## config.mk

```make
export PLATFORM = sky130hd
export DESIGN_NAME = egress_rr_scheduler
export DESIGN_NICKNAME = d
export VERILOG_FILES = /design/src/rtl/egress_rr_scheduler.sv
export SDC_FILE = /design/constraint.sdc
export NUM_CORES = 1
export LEC_CHECK = 0
export CAP_MARGIN = 20
export CORE_MARGIN = 2
export CORE_UTILIZATION = 38
export CTS_BUF_LIST = sky130_fd_sc_hd__clkbuf_16
export CTS_CLUSTER_SIZE = 30
export DETAILED_ROUTE_END_ITERATION = 8
export PLACE_DENSITY = 0.74
export SETUP_SLACK_MARGIN = 0.02
export SLEW_MARGIN = 0
export SYNTH_ARGS = -nofsm -noshare
export SYNTH_HDL_FRONTEND = slang
export SYNTH_SLANG_ARGS = --single-unit
export TNS_END_PERCENT = 10
```

## constraint.sdc

```tcl
create_clock -name clk -period 7.5 [get_ports clk]
set_input_delay 0.75 -clock clk [delete_from_list [all_inputs] [get_ports clk]]
set_output_delay 0.75 -clock clk [all_outputs]
set_load 0.02 [all_outputs]
```

## src/rtl/egress_rr_scheduler.sv

```systemverilog
// Round-robin drain of the four PCIE output FIFOs (lanes 4..7) onto one
// valid/ready egress stream, with saturating per-lane delivered-word counters.
module egress_rr_scheduler #(
    parameter int DATA_W = 12,
    parameter int CNT_W  = 5
) (
    input  logic              clk,
    input  logic              reset,
    input  logic              init,
    input  logic [3:0]        empty_in,
    input  logic [DATA_W-1:0] data_in4,
    input  logic [DATA_W-1:0] data_in5,
    input  logic [DATA_W-1:0] data_in6,
    input  logic [DATA_W-1:0] data_in7,
    input  logic              out_ready,
    input  logic              req,
    input  logic [2:0]        idx,
    output logic [3:0]        pop,
    output logic              valid_out,
    output logic [DATA_W-1:0] data_out,
    output logic [2:0]        lane_out,
    output logic [CNT_W-1:0]  cnt_out,
    output logic              cnt_valid
);

    // Lanes are held internally as 0..3 (lane 4..7).
    logic [1:0]        last_grant_q, last_grant_d;
    logic              cap_valid_q;
    logic [1:0]        cap_lane_q;
    logic [DATA_W-1:0] cap_data;
    logic [DATA_W-1:0] buf_data_q [2];
    logic [1:0]        buf_lane_q [2];
    logic              wr_ptr_q, rd_ptr_q;
    logic [1:0]        count_q, count_d;
    logic [CNT_W-1:0]  cnt_q [4];
    logic [CNT_W-1:0]  cnt_out_q;
    logic              cnt_valid_q;

    logic       deq, enq, can_issue, found;
    logic [1:0] grant_lane, cand, head_lane;

    assign head_lane = buf_lane_q[rd_ptr_q];
    assign valid_out = (count_q != 2'd0);
    assign deq       = valid_out && out_ready;
    assign enq       = cap_valid_q;

    // Credit counts buffered words plus the one in flight, net of the word
    // leaving this cycle, so a departure frees its slot for a same-cycle pop.
    assign count_d   = count_q + {1'b0, enq} - {1'b0, deq};
    assign can_issue = reset && !init && (empty_in != 4'hF) && (count_d < 2'd2);

    always_comb begin
        grant_lane = last_grant_q;
        cand       = last_grant_q;
        found      = 1'b0;
        for (int k = 1; k <= 4; k++) begin
            cand = last_grant_q + 2'(k);
            if (!found && !empty_in[cand]) begin
                found      = 1'b1;
                grant_lane = cand;
            end
        end
    end

    assign last_grant_d = can_issue ? grant_lane : last_grant_q;
    assign pop          = can_issue ? (4'b0001 << grant_lane) : 4'b0000;

    always_comb begin
        case (cap_lane_q)
            2'd0:    cap_data = data_in4;
            2'd1:    cap_data = data_in5;
            2'd2:    cap_data = data_in6;
            default: cap_data = data_in7;
        endcase
    end

    always_ff @(posedge clk or negedge reset) begin
        if (!reset) begin
            last_grant_q <= 2'd3;
            cap_valid_q  <= 1'b0;
            cap_lane_q   <= 2'd0;
            wr_ptr_q     <= 1'b0;
            rd_ptr_q     <= 1'b0;
            count_q      <= 2'd0;
            cnt_out_q    <= '0;
            cnt_valid_q  <= 1'b0;
        end else begin
            last_grant_q <= last_grant_d;
            cap_valid_q  <= can_issue;
            cap_lane_q   <= grant_lane;
            count_q      <= count_d;
            if (enq) wr_ptr_q <= ~wr_ptr_q;
            if (deq) rd_ptr_q <= ~rd_ptr_q;
            cnt_valid_q <= req;
            if (req) cnt_out_q <= idx[2] ? cnt_q[idx[1:0]] : '0;
        end
    end

    // Storage only; occupancy and pointers carry the reset state.
    always_ff @(posedge clk) begin
        if (enq) begin
            buf_data_q[wr_ptr_q] <= cap_data;
            buf_lane_q[wr_ptr_q] <= cap_lane_q;
        end
    end

    always_ff @(posedge clk or negedge reset) begin
        if (!reset) begin
            for (int k = 0; k < 4; k++) cnt_q[k] <= '0;
        end else begin
            for (int k = 0; k < 4; k++) begin
                if (init)
                    cnt_q[k] <= '0;
                else if (deq && head_lane == 2'(k) && cnt_q[k] != '1)
                    cnt_q[k] <= cnt_q[k] + CNT_W'(1);
            end
        end
    end

    assign data_out  = valid_out ? buf_data_q[rd_ptr_q] : '0;
    assign lane_out  = valid_out ? {1'b1, head_lane} : 3'd0;
    assign cnt_out   = cnt_out_q;
    assign cnt_valid = cnt_valid_q;

endmodule

```

Yosys cells after proc, flatten, opt, wreduce, memory -nomap -nowiden
Memory sizes are Yosys's and may differ from the RTL's. Cells that the tools add are included.

Add/subtract/negate cells: 9. Order comparisons: 6. Eq/ne operators: 10. Shifts and indexed selects: 1. Multiplexer cells: 33. Bitwise operators: 3. Reduce and logical (&&, ||, !) cells: 28.

Operators with widths (count): 2-to-1 mux 5 bit (11); one-hot mux 12 bit (3 select lines) (1); adder 5 x 1 -> 5 bit, second input constant (4); != test 5 bit, second input constant (4); logical AND 1 bit (15); < comparator 2 x 3 -> 1 bit, second input constant (4); 2-to-1 mux 12 bit (1); binary-select mux 5 bit (select 2 bit) (1); nonzero test 2 bit (5); 2-to-1 mux 1 bit (9); binary-select mux 1 bit (select 2 bit) (4); 2-to-1 mux 2 bit (4); == test 2 bit, second input constant (3); zero test 1 bit (6); adder 2 bit, second input constant (2); == test 2 x 1 -> 1 bit, second input constant (2); zero test 2 bit (2); 2-to-1 mux 4 bit (1); != test 4 bit, second input constant (1); << shifter 1 x 2 -> 4 bit, first input constant (1); greater-or-equal comparator 3 bit, second input constant (1); 2-to-1 mux 3 bit (1); NOT 2 -> 3 bit (1); adder 2 x 1 -> 2 bit (1); 4 further kinds (5).

Register bits after elaboration: 35. RAM bits: 28. Bits of input ports: 60. Output and inout port bits: 26. Logic and storage cells: 104. Memories: 2.

Memory list: buf_data_q (depth 2, width 12, rd ports 1, clocked after memory_dff 0, wr ports 1, RTL line 31) `logic [DATA_W-1:0] buf_data_q [2];`; buf_lane_q (depth 2, width 2, rd ports 1, clocked after memory_dff 0, wr ports 1, RTL line 32) `logic [1:0] buf_lane_q [2];`.

Longest topological paths before layout
Gate-level depths: netlist of run 1.

Depth in word-level cells: 14. Gate-level depth with buffers: 10. Depth with buffers taken out: 10.

Worst setup path before layout of run 1
No wires, ideal clock.

Path kind: in2out. Start point: in out_ready. End point: out pop[0]. Arrival: 2.507 ns. Data required time: 6.750 ns. Path slack: 4.243 ns. Stages on the path: 9. Path buffers: 0. Cell sequence: o21ai_2 > inv_1 > ha_1 > inv_1 > ha_1 > xor2_1 > xnor2_1 > nand4b_1 > nor3b_1.

Cells in the longest elaborated chain, start to end: 5.

Ends and longest elaborated chain: start: declaration (RTL line 15) `input logic out_ready,`; logical AND 1 bit (RTL line 44) `assign deq = valid_out && out_ready;`; named net deq (RTL line 39) `logic deq, enq, can_issue, found;`; subtractor 2 x 1 -> 2 bit (RTL line 49) `assign count_d = count_q + {1'b0, enq} - {1'b0, deq};`; < comparator 2 bit (RTL line 50) `assign can_issue = reset && !init && (empty_in != 4'hF) && (count_d < 2'd2);`; logical AND 1 bit (RTL line 50); 2-to-1 mux 4 bit (RTL line 66) `assign pop = can_issue ? (4'b0001 << grant_lane) : 4'b0000;`; end: declaration (RTL line 18) `output logic [3:0] pop,`.

The timed path passes the listed nets, and every way through them passes these cells.

Final worst setup path of run 1
Start point: in out_ready. End point: out pop[2].

Cells in the longest elaborated chain, start to end: 5.

Ends and longest elaborated chain (RTL line): logical AND 1 bit (44); named net deq (39); subtractor 2 x 1 -> 2 bit (49); < comparator 2 bit (50); logical AND 1 bit (50); named net can_issue (39); 2-to-1 mux 4 bit (66).

The timed path passes the listed nets, and every way through them passes these cells.

==> metrics.txt, run 1 <==
Initial Util=0.395; crit-path max FO=6; critical path type=in2out; core area=8260 sq um; cell area after synthesis=3270 sq um; Ports=86; TritonCTS clock tree=done; Avg Cell Area, Syn=13.4 sq um; Post-CTS Hold Fix Bufs=0; total number of vias=2247; Total Wirelength=around 6800 microns; cell chain of the critical path=clkdlybuf4s50_1 > o21ai_2 > inv_1 > ha_1 > inv_1 > ha_1 > xor2_1 > xnor2_1 > nand4b_1 > inv_1 > and3_1 > clkdlybuf4s50_1; critical path required time=6.75 ns; vias in the first global route=2343; post-route ant nets=0; most frequent cells in the layout=85 x clkdlybuf4s50_1, 35 x nor2_1, 33 x dfrtp_1; TritonRoute pass-1 iters=4; worst rel slew slack=0.359; delay-heaviest family, CP=buffers and inverters; final worst setup slack=3.24 ns; syn nets=approximately 310; clk_skew=0.00823 ns; leakage=about 1.8 nW; crit share post-route=0.568; Yosys reg bits=63; number of diodes=0; share of layout cells above drive strength 1=0.155; CP max stage cell=clkdlybuf4s50_1; Worst Path Buf+Inv=5; worst vdd ir=202 uV; Setup crit end kind=primary output; Detailed Place HPWL=5050 microns; register clock-pin slew on the reported worst setup and hold paths=0.06 ns; startpoint types=input pin; Place WS=3.22 ns; global-route wire length before repair=11400 microns; post-cts sizing count=0; Final Non-Filler Cells=roughly 440; Port Buffer Count=85; Final Max Slew Viols=0; Cell Pwr Density=approximately 320 nW/um^2; CP max stage delay=0.60 ns; nets=roughly 400; Post-Synthesis Cells=244; antenna violations before repair=0; number of setup buffers added after CTS=0; clk_lat worst skew=around 0.32 ns; Die Ht=just under 100 microns; detailed-route wire length per cell=15.4 microns; WP data arrival=3.51 ns; # clock sinks=63; largest net degree at the start of global routing=37; Avg Vias per Cell=5.10; Layout Area Growth over Synthesis=37.9%; Tmin final=4.26 ns; H-tree depth=3; initial drt markers=slightly below 60; # rows=33; Clock Tree Root=clkbuf_16; YS warnings=0; fmax=between 200 and 250 MHz; most numerous cell on the critical path=inv_1; status=complete, no violations; Worst-Margin Slew=~0.96 ns; Distinct cells, synth=38; Design Area, Final=approximately 4500 sq um; Die Wd=between 90 and 100 microns; Final Wtd Congestion=~0.72; Post-Place Cells=approximately 420; min-delay worst type=reg2reg; CTS buffer count=9; Max Buffers Root-to-Sink=2; Final Hold Violating Endpoints=0; sequential-to-total area share from yosys stat=0.526; Final setup viols=0; DP Area=4200 sq um; unrepaired setup endpoints after global routing=no; gr usage total=0.154; die area=9350 sq um; Max Cap Viol=0; drt drc=0; most common cell after layout, fill and taps aside=clkdlybuf4s50_1; Final TNS setup=0 ns; global route overflow=0
final cells by class:
class	count	area, sq um
clock buffer	10	250
multi-input combinational	155	1440
timing repair buffer	88	873
inverter	14	52.6
tap	105	131
sequential	63	1720
clock inverter	6	42.5
fill	703	3750
power by group:
| group | total (W) | internal [W] | leakage [nW] | switching (W) |
|---|---|---|---|---|
| registers | 0.000543 | 0.000451 | 0.718 | 0.0000915 |
| logic | 0.000513 | 0.000277 | 0.954 | 0.000236 |
| clock network | 0.000395 | 0.000244 | 0.140 | 0.000151 |
final timing paths:
check	start	end	slack [ns]	cells after the start
max	out_ready	pop[2]	3.24	12
min	wr_ptr_q	wr_ptr_q	0.49	1
max reg2reg	count_q[1]	last_grant_q[1]	4.88	10
min reg2reg	wr_ptr_q	wr_ptr_q	0.49	1
max in group asynchronous	reset	last_grant_q[0]	6.30	2
min in group asynchronous	reset	cnt_out[0]	0.85	2
cell usage after synthesis (all sizes together):
cell     number  share of area
nor3          1         0.0015
and4bb        1         0.0038
mux2i        23          0.078
a211oi        2         0.0046
and3          5         0.0096
buf           7          0.012
nand2b        4         0.0077
xor2          2         0.0054
o21ai         7          0.012
dfstp         2          0.016
inv          14          0.016
edfxtp       28           0.26
mux2          5          0.017
a31o          4          0.011
nand4         4         0.0077
nor4b         2          0.015
nor4          1         0.0065
and2          2         0.0038
nand4b        1         0.0027
nor2         35          0.040
mux4         17           0.12
a2111oi       1         0.0027
a31oi         1         0.0019
nor2b         6          0.011
clkbuf        5         0.0057
a21oi         4         0.0061
ha           10          0.038
xnor2         6          0.016
nand2         1         0.0011
dfrtp        33           0.25
nand3         6         0.0092
nor3b         4         0.0092
through the flow:
step                      utilization  hold WS [ns]  power, W
after floorplan                     -         0.454  0.000868
after global routing            0.545         0.507   0.00153
after detailed placement        0.509         0.476   0.00107
final                           0.545         0.492   0.00145
after CTS                       0.545         0.490   0.00147
after global placement          0.509         0.470   0.00105
flip-flops by register name (all words and copies together) (netlist names):
name and count:
buf_data_q 24, cnt_q 20, cnt_out 5, buf_lane_q 4, cap_lane_q 2, count_q 2
last_grant_q 2, cap_valid_q 1, cnt_valid 1, rd_ptr_q 1, wr_ptr_q 1
per-layer routing:
| metal | wire (microns) | vias up | global-route usage |
|---|---|---|---|
| met4 | 138 | 0 | 0.0758 |
| met5 | 0 | - | 0 |
| li1 | - | 1075 | - |
| met2 | 3450 | 49 | 0.254 |
| met1 | 2950 | 1113 | 0.193 |
| met3 | 266 | 10 | 0.0303 |
logic make-up after synthesis:
| logic type | Yosys count | synth area share |
|---|---|---|
| flip-flops | 63 | 0.526 |
| AND/OR/NAND/NOR | 73 | 0.129 |
| buffers and inverters | 26 | 0.0341 |
| XOR/XNOR | 8 | 0.0215 |
| multiplexers | 45 | 0.213 |
| adder cells (fa/ha/maj) | 10 | 0.0383 |
| AO/OA/AOI/OAI | 19 | 0.0379 |
Power figures use the tool's default switching activity.
==> run 2, diff against run 1 <==
==> constraint.sdc (replaced) <==
create_clock -name clk -period 4.2 [get_ports clk]
set_input_delay 0.42 -clock clk [delete_from_list [all_inputs] [get_ports clk]]
set_output_delay 0.42 -clock clk [all_outputs]
set_load 0.02 [all_outputs]
==> metrics.txt, run 2 (synthesis results as in run 1) <==
Post-Place Cells=about 430; share of layout cells above drive strength 1=0.151; final worst setup slack=roughly 0.52 ns; Layout Area Growth over Synthesis=38.1%; min-delay worst type=reg2reg; critical path type=reg2out; CP max stage delay=0.60 ns; final hold slack=0.488 ns; detailed-route wire length per cell=15.9 microns; vias in the first global route=2433; WP data arrival=approximately 3.3 ns; worst rel slew slack=0.379; die area=9350 sq um; crit-path max FO=6; global route overflow=0; Worst Path Buf+Inv=4; Port Buffer Count=85; Reg with most FFs=buf_data_q; Clock Tree Root=clkbuf_16; most frequent cells in the layout=85 x clkdlybuf4s50_1, 35 x nor2_1, 33 x dfrtp_1; critical path required time=~3.8 ns; most numerous cell on the critical path=inv_1; Ports=86; Avg Vias per Cell=approximately 5; post-cts sizing count=0; unrepaired setup endpoints after global routing=no; H-tree depth=3; number of setup buffers added after CTS=0; core area=8260 sq um; CP max stage cell=clkdlybuf4s50_1; most common cell after layout, fill and taps aside=clkdlybuf4s50_1; clk_skew=0.0101 ns; leakage=between 1.5 and 2 nW; fmax=272 MHz; total number of vias=2251; Place WS=0.610 ns; max reg flops=24; worst vdd ir=285 uV; cell chain of the critical path=o21ai_2 > inv_1 > ha_1 > inv_1 > ha_1 > xor2_1 > xnor2_1 > nand4b_1 > inv_1 > and3_1 > clkdlybuf4s50_1; crit share post-route=0.876; antenna violations before repair=0; Worst-Margin Slew=0.931 ns; delay-heaviest family, CP=buffers and inverters; Detailed Place HPWL=roughly 5200 microns; Final TNS setup=0 ns; Fillers=684; register clock-pin slew on the reported worst setup and hold paths=0.05 ns; Cell Pwr Density=577 nW/um^2; global-route wire length before repair=12000 microns; Tmin final=about 3.7 ns; largest net degree at the start of global routing=36; post-route ant nets=0; Post-CTS Hold Fix Bufs=0; clk_lat worst skew=approximately 0.32 ns; Final setup viols=0; Max Buffers Root-to-Sink=2; drt drc=0; Final Wtd Congestion=0.711; gr usage total=0.161; Total Wirelength=7010 microns; PnR Total Power=0.00260 W; # clock sinks=between 60 and 70; CTS buffer count=9; Final Hold Violating Endpoints=0; Final Max Slew Viols=0; number of diodes=0; nets=402; Initial Util=0.395; TritonCTS clock tree=done; Final Non-Filler Cells=roughly 440; Max Cap Viol=0; initial drt markers=70; TritonRoute pass-1 iters=4; status=complete, no violations; # rows=33; Die Ht=96.7 microns; Setup crit end kind=primary output; startpoint types=flip-flop; Die Wd=between 90 and 100 microns
run 2: worst reg2reg max path, delay by kind of cell, from the launching register on:
kind,cells,cell delay (ns)
buffers and inverters,3,0.31
and+or+nand+nor,1,0.22
DFF,1,0.42
xor gates and xnor gates,2,0.33
muxes,1,0.35
AOI/OAI and AO/OA,1,0.43
adders and majority gates,2,0.46
run 2: worst paths after layout:
check	startpoint	endpoint	slack (ns)	cells past startpoint
max in group asynchronous	reset	last_grant_q[1]	3.18	2
worst max-delay path	count_q[1]	pop[2]	0.52	11
worst max register to register	count_q[1]	last_grant_q[1]	1.63	10
worst min-delay path	wr_ptr_q	wr_ptr_q	0.49	1
min in group asynchronous	reset	cnt_q[13]	0.69	2
worst min register to register	wr_ptr_q	wr_ptr_q	0.49	1
run 2: power breakdown:
part	total (W)	switching (W)	leakage [nW]	internal (W)
Clock	0.000715	0.000262	0.136	0.000453
Combinational	0.000916	0.000421	0.959	0.000495
Sequential	0.000970	0.000164	0.718	0.000806
Total	0.00260	0.000848	1.81	0.00175
run 2: metrics by stage:
step | utilization | cell area, sq um
global route | 0.546 | 4510
floorplan | - | 3270
global placement | 0.510 | 4210
detailed placement | 0.510 | 4210
finish | 0.546 | 4510
CTS | 0.545 | 4500
run 2: final cells by class:
type / instances / area (sq um) / share of cell area
Inverter: 14 / 52.6 / 0.0117
Tap cell: 105 / 131 / 0.0291
Sequential cell: 63 / 1720 / 0.381
Clock buffer: 9 / 225 / 0.0499
Multi-Input combinational cell: 155 / 1440 / 0.318
Clock inverter: 7 / 65.1 / 0.0144
Timing Repair Buffer: 89 / 881 / 0.195
run 2: layer usage:
layer | vias to the layer above | part of all wire | global-route usage
li1 | 1071 | - | -
met1 | 1127 | 0.45 | 0.209
met2 | 44 | 0.51 | 0.270
met3 | 9 | 0.033 | 0.0354
met4 | 0 | 0.014 | 0.0477
met5 | - | 0 | 0
